[src/rtl/rpn_stack_engine.sv]
// RPN calculator core: decodes PS/2 make codes into a DEPTH-entry unsigned stack
// and echoes key entry and results to the VGA text writer.
module rpn_stack_engine #(
  parameter int WIDTH  = 32,
  parameter int DEPTH  = 8,
  parameter int DIGITS = 10,
  parameter int COLS   = 64,
  parameter int LINES  = 30
) (
  input  logic                       CLK_25M,
  input  logic                       Reset,
  input  logic                       Key_Valid,
  input  logic [7:0]                 Key_Code,
  input  logic                       Key_Ext,
  input  logic                       Write_Ready,
  output logic [4:0]                 Line,
  output logic [6:0]                 Character,
  output logic [7:0]                 Glyph,
  output logic                       Glyph_Write,
  output logic [WIDTH-1:0]           Top_Value,
  output logic [$clog2(DEPTH):0]     Depth,
  output logic                       Carry,
  output logic [1:0]                 Err_Code,
  output logic                       Busy
);

  localparam int DW = $clog2(DEPTH) + 1;
  localparam int AW = $clog2(DEPTH);
  localparam int EW = DIGITS * 4;
  localparam int NW = $clog2(DIGITS + 1);
  localparam int CW = $clog2(WIDTH + 1);

  typedef enum logic [2:0] {IDLE, B2B, PUSH, OP, CONV, EMIT, NL} state_t;

  state_t            state_q, state_d, nl_ret_q, nl_ret_d;
  logic [DW-1:0]     depth_q, depth_d;
  logic [EW-1:0]     entry_q, entry_d;
  logic [NW-1:0]     n_q, n_d, bidx_q, bidx_d, idx_q, idx_d;
  logic [CW-1:0]     cnt_q, cnt_d;
  logic              op_pend_q, op_pend_d, op_sub_q, op_sub_d;
  logic              carry_q, carry_d;
  logic [1:0]        err_q, err_d;
  logic [4:0]        cur_line_q, cur_line_d, line_q, line_d;
  logic [6:0]        cur_col_q, cur_col_d, char_q, char_d;
  logic [7:0]        glyph_q, glyph_d, echo_glyph_q, echo_glyph_d;
  logic              gw_q, gw_d, echo_q, echo_d, echo_adv_q, echo_adv_d;
  logic [WIDTH-1:0]  acc_q, acc_d, bin_q, bin_d;
  logic [EW-1:0]     bcd_q, bcd_d;

  logic [WIDTH-1:0]  stack_q [DEPTH];
  logic              st_we;
  logic [AW-1:0]     st_waddr;
  logic [WIDTH-1:0]  st_wdata;

  logic [AW-1:0]     top_idx, sec_idx;
  logic [WIDTH-1:0]  top_val, sec_val;
  logic [WIDTH:0]    sum;
  logic [4:0]        dig;
  logic              is_op;

  // {valid, digit} for the PS/2 number-row make codes
  function automatic logic [4:0] digit_decode(input logic [7:0] code);
    case (code)
      8'h16: return 5'h11;
      8'h1E: return 5'h12;
      8'h26: return 5'h13;
      8'h25: return 5'h14;
      8'h2E: return 5'h15;
      8'h36: return 5'h16;
      8'h3D: return 5'h17;
      8'h3E: return 5'h18;
      8'h46: return 5'h19;
      8'h45: return 5'h10;
      default: return 5'h00;
    endcase
  endfunction

  function automatic logic [EW+WIDTH-1:0] dabble_step(input logic [EW-1:0] bcd,
                                                      input logic [WIDTH-1:0] bin);
    logic [EW-1:0] t;
    t = bcd;
    for (int i = 0; i < DIGITS; i++)
      if (t[i*4 +: 4] >= 4'd5) t[i*4 +: 4] = t[i*4 +: 4] + 4'd3;
    return {t, bin} << 1;
  endfunction

  // Index of the most significant non-zero digit (0 when the value is 0)
  function automatic logic [NW-1:0] lead_idx(input logic [EW-1:0] bcd);
    logic [NW-1:0] r;
    r = '0;
    for (int i = 0; i < DIGITS; i++)
      if (bcd[i*4 +: 4] != 4'd0) r = NW'(i);
    return r;
  endfunction

  function automatic logic [4:0] next_line(input logic [4:0] l);
    return (l == 5'(LINES - 1)) ? 5'd0 : l + 5'd1;
  endfunction

  assign top_idx = AW'(depth_q - DW'(1));
  assign sec_idx = AW'(depth_q - DW'(2));
  assign top_val = stack_q[top_idx];
  assign sec_val = stack_q[sec_idx];

  always_comb begin
    state_d      = state_q;
    nl_ret_d     = nl_ret_q;
    depth_d      = depth_q;
    entry_d      = entry_q;
    n_d          = n_q;
    bidx_d       = bidx_q;
    idx_d        = idx_q;
    cnt_d        = cnt_q;
    op_pend_d    = op_pend_q;
    op_sub_d     = op_sub_q;
    carry_d      = carry_q;
    err_d        = err_q;
    cur_line_d   = cur_line_q;
    cur_col_d    = cur_col_q;
    line_d       = line_q;
    char_d       = char_q;
    glyph_d      = glyph_q;
    gw_d         = gw_q;
    echo_d       = echo_q;
    echo_adv_d   = echo_adv_q;
    echo_glyph_d = echo_glyph_q;
    acc_d        = acc_q;
    bin_d        = bin_q;
    bcd_d        = bcd_q;
    st_we        = 1'b0;
    st_waddr     = '0;
    st_wdata     = '0;
    sum          = '0;
    dig          = digit_decode(Key_Code);
    is_op        = (Key_Code == 8'h55) || (Key_Code == 8'h79) ||
                   (Key_Code == 8'h4E) || (Key_Code == 8'h7B);

    unique case (state_q)
      IDLE: begin
        if (Key_Valid) begin
          if (dig[4]) begin
            if (n_q < NW'(DIGITS)) begin
              entry_d      = (entry_q << 4) | EW'(dig[3:0]);
              n_d          = n_q + 1'b1;
              echo_glyph_d = 8'h30 + {4'h0, dig[3:0]};
              echo_adv_d   = 1'b1;
              echo_d       = 1'b1;
              state_d      = EMIT;
            end else begin
              err_d = 2'd3;
            end
          end else if (Key_Code == 8'h66 && !Key_Ext) begin
            if (n_q != '0) begin
              entry_d      = entry_q >> 4;
              n_d          = n_q - 1'b1;
              cur_col_d    = (cur_col_q == 7'd0) ? 7'd0 : cur_col_q - 7'd1;
              echo_glyph_d = 8'h20;
              echo_adv_d   = 1'b0;
              echo_d       = 1'b1;
              state_d      = EMIT;
            end
          end else if (Key_Code == 8'h5A || is_op) begin
            op_pend_d = is_op;
            op_sub_d  = (Key_Code == 8'h4E) || (Key_Code == 8'h7B);
            if (n_q != '0) begin
              acc_d   = '0;
              bidx_d  = n_q - 1'b1;
              state_d = B2B;
            end else if (is_op) begin
              state_d = OP;
            end else if (depth_q != '0) begin
              acc_d   = top_val;
              state_d = PUSH;
            end else begin
              nl_ret_d = IDLE;
              state_d  = NL;
            end
          end else if (Key_Code == 8'h76) begin
            depth_d  = '0;
            entry_d  = '0;
            n_d      = '0;
            carry_d  = 1'b0;
            err_d    = 2'd0;
            nl_ret_d = IDLE;
            state_d  = NL;
          end
        end
      end

      B2B: begin
        acc_d = (acc_q << 3) + (acc_q << 1) + WIDTH'(entry_q[{bidx_q, 2'b00} +: 4]);
        if (bidx_q == '0) state_d = PUSH;
        else              bidx_d  = bidx_q - 1'b1;
      end

      PUSH: begin
        if (depth_q == DW'(DEPTH)) begin
          err_d = 2'd1;
        end else begin
          st_we    = 1'b1;
          st_waddr = AW'(depth_q);
          st_wdata = acc_q;
          depth_d  = depth_q + 1'b1;
          err_d    = 2'd0;
        end
        entry_d  = '0;
        n_d      = '0;
        nl_ret_d = op_pend_q ? OP : IDLE;
        state_d  = NL;
      end

      NL: begin
        cur_col_d  = 7'd0;
        cur_line_d = next_line(cur_line_q);
        state_d    = nl_ret_q;
      end

      OP: begin
        op_pend_d = 1'b0;
        if (depth_q < DW'(2)) begin
          err_d   = 2'd2;
          state_d = IDLE;
        end else begin
          // Top bit of the widened difference is the borrow
          sum      = op_sub_q ? ({1'b0, sec_val} - {1'b0, top_val})
                              : ({1'b0, sec_val} + {1'b0, top_val});
          carry_d  = sum[WIDTH];
          st_we    = 1'b1;
          st_waddr = sec_idx;
          st_wdata = sum[WIDTH-1:0];
          depth_d  = depth_q - 1'b1;
          err_d    = 2'd0;
          bin_d    = sum[WIDTH-1:0];
          bcd_d    = '0;
          cnt_d    = '0;
          echo_d   = 1'b0;
          // The pushing Enter already left the cursor at column 0
          if (cur_col_q != 7'd0) begin
            nl_ret_d = CONV;
            state_d  = NL;
          end else begin
            state_d = CONV;
          end
        end
      end

      CONV: begin
        {bcd_d, bin_d} = dabble_step(bcd_q, bin_q);
        cnt_d = cnt_q + 1'b1;
        if (cnt_q == CW'(WIDTH - 1)) begin
          idx_d   = lead_idx(bcd_d);
          state_d = EMIT;
        end
      end

      EMIT: begin
        if (!gw_q) begin
          if (Write_Ready) begin
            gw_d    = 1'b1;
            line_d  = cur_line_q;
            char_d  = cur_col_q;
            glyph_d = echo_q ? echo_glyph_q
                             : 8'h30 + {4'h0, bcd_q[{idx_q, 2'b00} +: 4]};
          end
        end else begin
          gw_d = 1'b0;
          if (!echo_q || echo_adv_q) begin
            if (cur_col_q == 7'(COLS - 1)) begin
              cur_col_d  = 7'd0;
              cur_line_d = next_line(cur_line_q);
            end else begin
              cur_col_d = cur_col_q + 7'd1;
            end
          end
          if (echo_q) begin
            state_d = IDLE;
          end else if (idx_q == '0) begin
            nl_ret_d = IDLE;
            state_d  = NL;
          end else begin
            idx_d = idx_q - 1'b1;
          end
        end
      end

      default: state_d = IDLE;
    endcase
  end

  always_ff @(posedge CLK_25M) begin
    if (Reset) begin
      state_q    <= IDLE;
      nl_ret_q   <= IDLE;
      depth_q    <= '0;
      entry_q    <= '0;
      n_q        <= '0;
      bidx_q     <= '0;
      idx_q      <= '0;
      cnt_q      <= '0;
      op_pend_q  <= 1'b0;
      op_sub_q   <= 1'b0;
      carry_q    <= 1'b0;
      err_q      <= 2'd0;
      cur_line_q <= '0;
      cur_col_q  <= '0;
      line_q     <= '0;
      char_q     <= '0;
      glyph_q    <= '0;
      gw_q       <= 1'b0;
      echo_q     <= 1'b0;
      echo_adv_q <= 1'b0;
    end else begin
      state_q    <= state_d;
      nl_ret_q   <= nl_ret_d;
      depth_q    <= depth_d;
      entry_q    <= entry_d;
      n_q        <= n_d;
      bidx_q     <= bidx_d;
      idx_q      <= idx_d;
      cnt_q      <= cnt_d;
      op_pend_q  <= op_pend_d;
      op_sub_q   <= op_sub_d;
      carry_q    <= carry_d;
      err_q      <= err_d;
      cur_line_q <= cur_line_d;
      cur_col_q  <= cur_col_d;
      line_q     <= line_d;
      char_q     <= char_d;
      glyph_q    <= glyph_d;
      gw_q       <= gw_d;
      echo_q     <= echo_d;
      echo_adv_q <= echo_adv_d;
    end
  end

  // Datapath state needs no reset: it is always loaded before it is read
  always_ff @(posedge CLK_25M) begin
    acc_q        <= acc_d;
    bin_q        <= bin_d;
    bcd_q        <= bcd_d;
    echo_glyph_q <= echo_glyph_d;
    if (st_we) stack_q[st_waddr] <= st_wdata;
  end

  assign Line        = line_q;
  assign Character   = char_q;
  assign Glyph       = glyph_q;
  assign Glyph_Write = gw_q;
  assign Top_Value   = (depth_q == '0) ? '0 : top_val;
  assign Depth       = depth_q;
  assign Carry       = carry_q;
  assign Err_Code    = err_q;
  assign Busy        = (state_q != IDLE);

endmodule
[config.mk]
export PLATFORM = sky130hd
export DESIGN_NAME = rpn_stack_engine
export DESIGN_NICKNAME = d
export VERILOG_FILES = /design/src/rtl/rpn_stack_engine.sv
export SDC_FILE = /design/constraint.sdc
export NUM_CORES = 1
export LEC_CHECK = 0
export CAP_MARGIN = 20
export CELL_PAD_IN_SITES_DETAIL_PLACEMENT = 1
export CELL_PAD_IN_SITES_GLOBAL_PLACEMENT = 1
export CORE_ASPECT_RATIO = 2
export CORE_UTILIZATION = 50
export CTS_BUF_LIST = sky130_fd_sc_hd__clkbuf_4 sky130_fd_sc_hd__clkbuf_8
export CTS_CLUSTER_DIAMETER = 60
export DETAILED_ROUTE_END_ITERATION = 8
export PLACE_DENSITY = 0.9
export SLEW_MARGIN = 0
export SYNTH_ARGS = -nofsm -noshare
export SYNTH_HDL_FRONTEND = slang
export SYNTH_SLANG_ARGS = --single-unit
[constraint.sdc]
create_clock -name CLK_25M -period 8.7 [get_ports CLK_25M]
set_input_delay 0.87 -clock CLK_25M [delete_from_list [all_inputs] [get_ports CLK_25M]]
set_output_delay 0.87 -clock CLK_25M [all_outputs]
set_load 0.02 [all_outputs]
==> summary.md <==
| Metric | Value |
|---|---|
| Clk root buf | clkbuf_8 |
| Synth warnings | 0 |
| Commonest cells after routing, fill and taps aside | edfxtp_1, nor2_1, nand2_1, a21oi_1, ha_1 |
| DIE WIDTH | 170 um |
| Core area | 55,400 sq um |
| Syn avg cell area | 11.5 sq um |
| Cell taking the most area after synthesis | edfxtp_1 |
| Crit path capture | stack_q[0][18] |
| Register area share after synthesis | 46.6% |
| Distinct cells, synth | 95 |
| Share of cells above drive strength 1 | 15.3% |
| Peak VDD IR | 0.219 mV |
| Die area | 57,100 sq um |
| WP data required | 9.05 ns |
| GR Overflow Total | 0 |
| R2R depth | 20 |
| Async set-reset flop share out of synthesis | 0% |
| Via/cell ratio | 6.65 |
| Hold Path Cell Cnt | 2 |
| Post-route ant nets | 0 |
| CTS sink count | 470 |
| TritonCTS clock tree | yes |
| Total CTS buffers | 71 |
| Dpl cell area | 29,500 sq um |
| # H-tree levels | 3 |
| Global-route wire length before repair | 136 mm |
| Via count of the first global-routing pass | 23,400 |
| Fmax | 0.129 GHz |
| # rows | 122 |
| Routed WL per cell | 27.0 um |
| CP startpoint kind | register |
| Tcrit/Tclk final | 89.3% |
| Area growth syn-to-layout | 10.4% |
| Final count of negative-setup-slack endpoints | 0 |
| CP endpoint kind | register |
| Ys flop type | edfxtp_1 |
| Clock skew | 0.0436 ns |
| TNS Setup | 0 ns |
| Die height | 337 um |
| I/O pin count | 74 |
| Port Buffer Count | 71 |
| Post-CTS Resized | 0 |
| DRC | 0 |
| Initial antenna violation count | 3 |
| Post-synth EDFFs | 365 |
| Nets | 2,623 |
| Worst Path Arrival | 8.12 ns |
| Number of synthesized register bits | 470 |
| Setup bufs post-CTS | 0 |
| Post-CTS Hold Buffers | 0 |
| Design area | 31,000 sq um |
| Initial Util | 50.6% |
| Vias post-DR | 21,800 |
| Worst r2r dst | stack_q[0][18] |
| Leak Pwr | 10.6 nW |
| Slew headroom | 24.7% |
| DP HPWL | 62.3 mm |
| Run status | complete, no violations |
| Placed instance count | 3,153 |
| Power Density | 258 nW/um^2 |
| RePlAce Congestion | 0.963 |
| Clk slew on worst S/H paths | 0.07 ns |
| Yosys top cell area share | 39.1% |
| CP max FO | 37 |
| Synth area leaders | edfxtp_1, mux4_2, dfxtp_1 |
| Pins over their slew limit | 0 |
| Worst-Margin Slew | 1.10 ns |
| Minimum clock period | 7.77 ns |
| Gr usage total | 31.4% |
| Max clock buf depth | 3 |
| Cell count after synthesis | 2,440 |
| Pin count of the biggest net entering global routing | 64 |
| # Max-Cap Violations | 0 |
| Worst r2r src | Depth[1] |
| Final hold viol count | 0 |
| Commonest non-fill, non-tap cell in the layout | edfxtp_1 |
| Clk Latency, worst-skew pair | 0.70 ns |
| First-pass DRT Iterations | 6 |
| Final WL | 88.5 mm |
| Starting DRT DRC Count | 1,403 |
| Min-Delay Path Class | register to register |
| Fin cells | 3,282 |
| RSZ-0062 raised after global routing | no |
| Worst reg2reg setup slack | 0.93 ns |
| Critical path origin | Depth[1] |
| Synth Cell Area | 28,100 sq um |
| CP Class | register to register |
-- critical path: stages (launching register included) --
cell and delay, ns:
dfxtp_4 0.70, inv_1 0.28, ha_2 0.98, mux4_2 0.44, mux2i_1 0.37, ha_1 0.28, nand2_1 0.09, nor3_1 0.75
and2_1 0.36, nor2_1 0.09, xor2_1 0.17, ha_1 0.45, nand3_1 0.11, nor3b_1 0.22, o31a_1 0.25, o21a_1 0.31
o31a_1 0.23, o211ai_1 0.12, a21boi_0 0.28, nor3_1 0.12, o31ai_1 0.77
-- final cells by class --
class,count,area [sq um]
clock inverter,33,320
sequential,470,13100
tap,744,931
multi-input combinational,1758,14200
timing repair buffer,117,1060
antenna,1,2.50
fill,5695,24400
inverter,64,240
clock buffer,95,1190
-- how the worst min path moves through the flow --
stage / to / start
finish: Line[1] / Line[1]
floorplan: entry_q[36] / entry_q[36]
global route: Line[2] / Line[2]
CTS: Glyph[4] / Glyph[4]
detailed placement: Glyph[4] / Glyph[4]
global placement: Line[1] / Line[1]
-- stage by stage --
| step | setup slack, ns | total power [mW] | hold WS [ns] | utilization (%) |
|---|---|---|---|---|
| final | 0.934 | 8.01 | 0.462 | 55.9 |
| after global routing | 0.621 | 8.32 | 0.477 | 55.9 |
| after CTS | 1.30 | 7.97 | 0.465 | 55.9 |
| after detailed placement | 1.35 | 5.94 | 0.457 | 53.2 |
| after global placement | 1.79 | 5.76 | 0.446 | 53.2 |
| after floorplan | 2.33 | 5.04 | 0.441 | - |
-- flip-flops by register name, indices dropped and copies added (netlist names), 5 cells and up --
name,count
stack_q,256
bcd_q,40
entry_q,40
acc_q,32
bin_q,32
Character,7
cur_col_q,7
Glyph,6
cnt_q,6
Line,5
cur_line_q,5
echo_glyph_q,5
-- power breakdown --
group	switching (mW)	leakage, nW	internal [mW]
Combinational	1.90	5.73	1.20
Clock	0.942	0.788	1.08
Sequential	0.172	4.08	2.72
-- synth_stat cells (all sizes together), types with 35 or more instances --
cell / number
nor2: 252
xor2: 50
clkbuf: 103
mux4: 147
inv: 62
mux2i: 46
nand2: 207
a21oi: 184
edfxtp: 365
nor3: 73
a21o: 36
nand3: 41
o22ai: 35
mux2: 46
buf: 46
o21ai: 91
dfxtp: 105
a221oi: 39
xnor2: 51
ha: 125
-- cells by family (layout without fill, tap and decap cells) --
kind of cell / count (synthesis) / in the layout / synth area share, %
XOR/XNOR: 101 / 101 / 3.15
AO/OA/AOI/OAI: 563 / 563 / 13.2
flip-flops: 470 / 470 / 46.6
adder cells (fa/ha/maj): 128 / 128 / 5.79
buffers and inverters: 213 / 309 / 3.41
AND/OR/NAND/NOR: 725 / 725 / 12.1
other: 1 / 3 / 0.0134
multiplexers: 239 / 239 / 15.8
-- metal layers --
metal / wire length (um) / vias to the layer above / global-route usage, % / share of wire, %
li1: - / 9448 / - / -
met1: 30500 / 11100 / 32.8 / 34
met2: 46500 / 955 / 57.0 / 53
met3: 5340 / 368 / 5.38 / 6.0
met4: 6180 / 2 / 21.4 / 7.0
met5: 13 / - / 0 / 0.015
No activity file was read; power rests on OpenSTA's default activity.
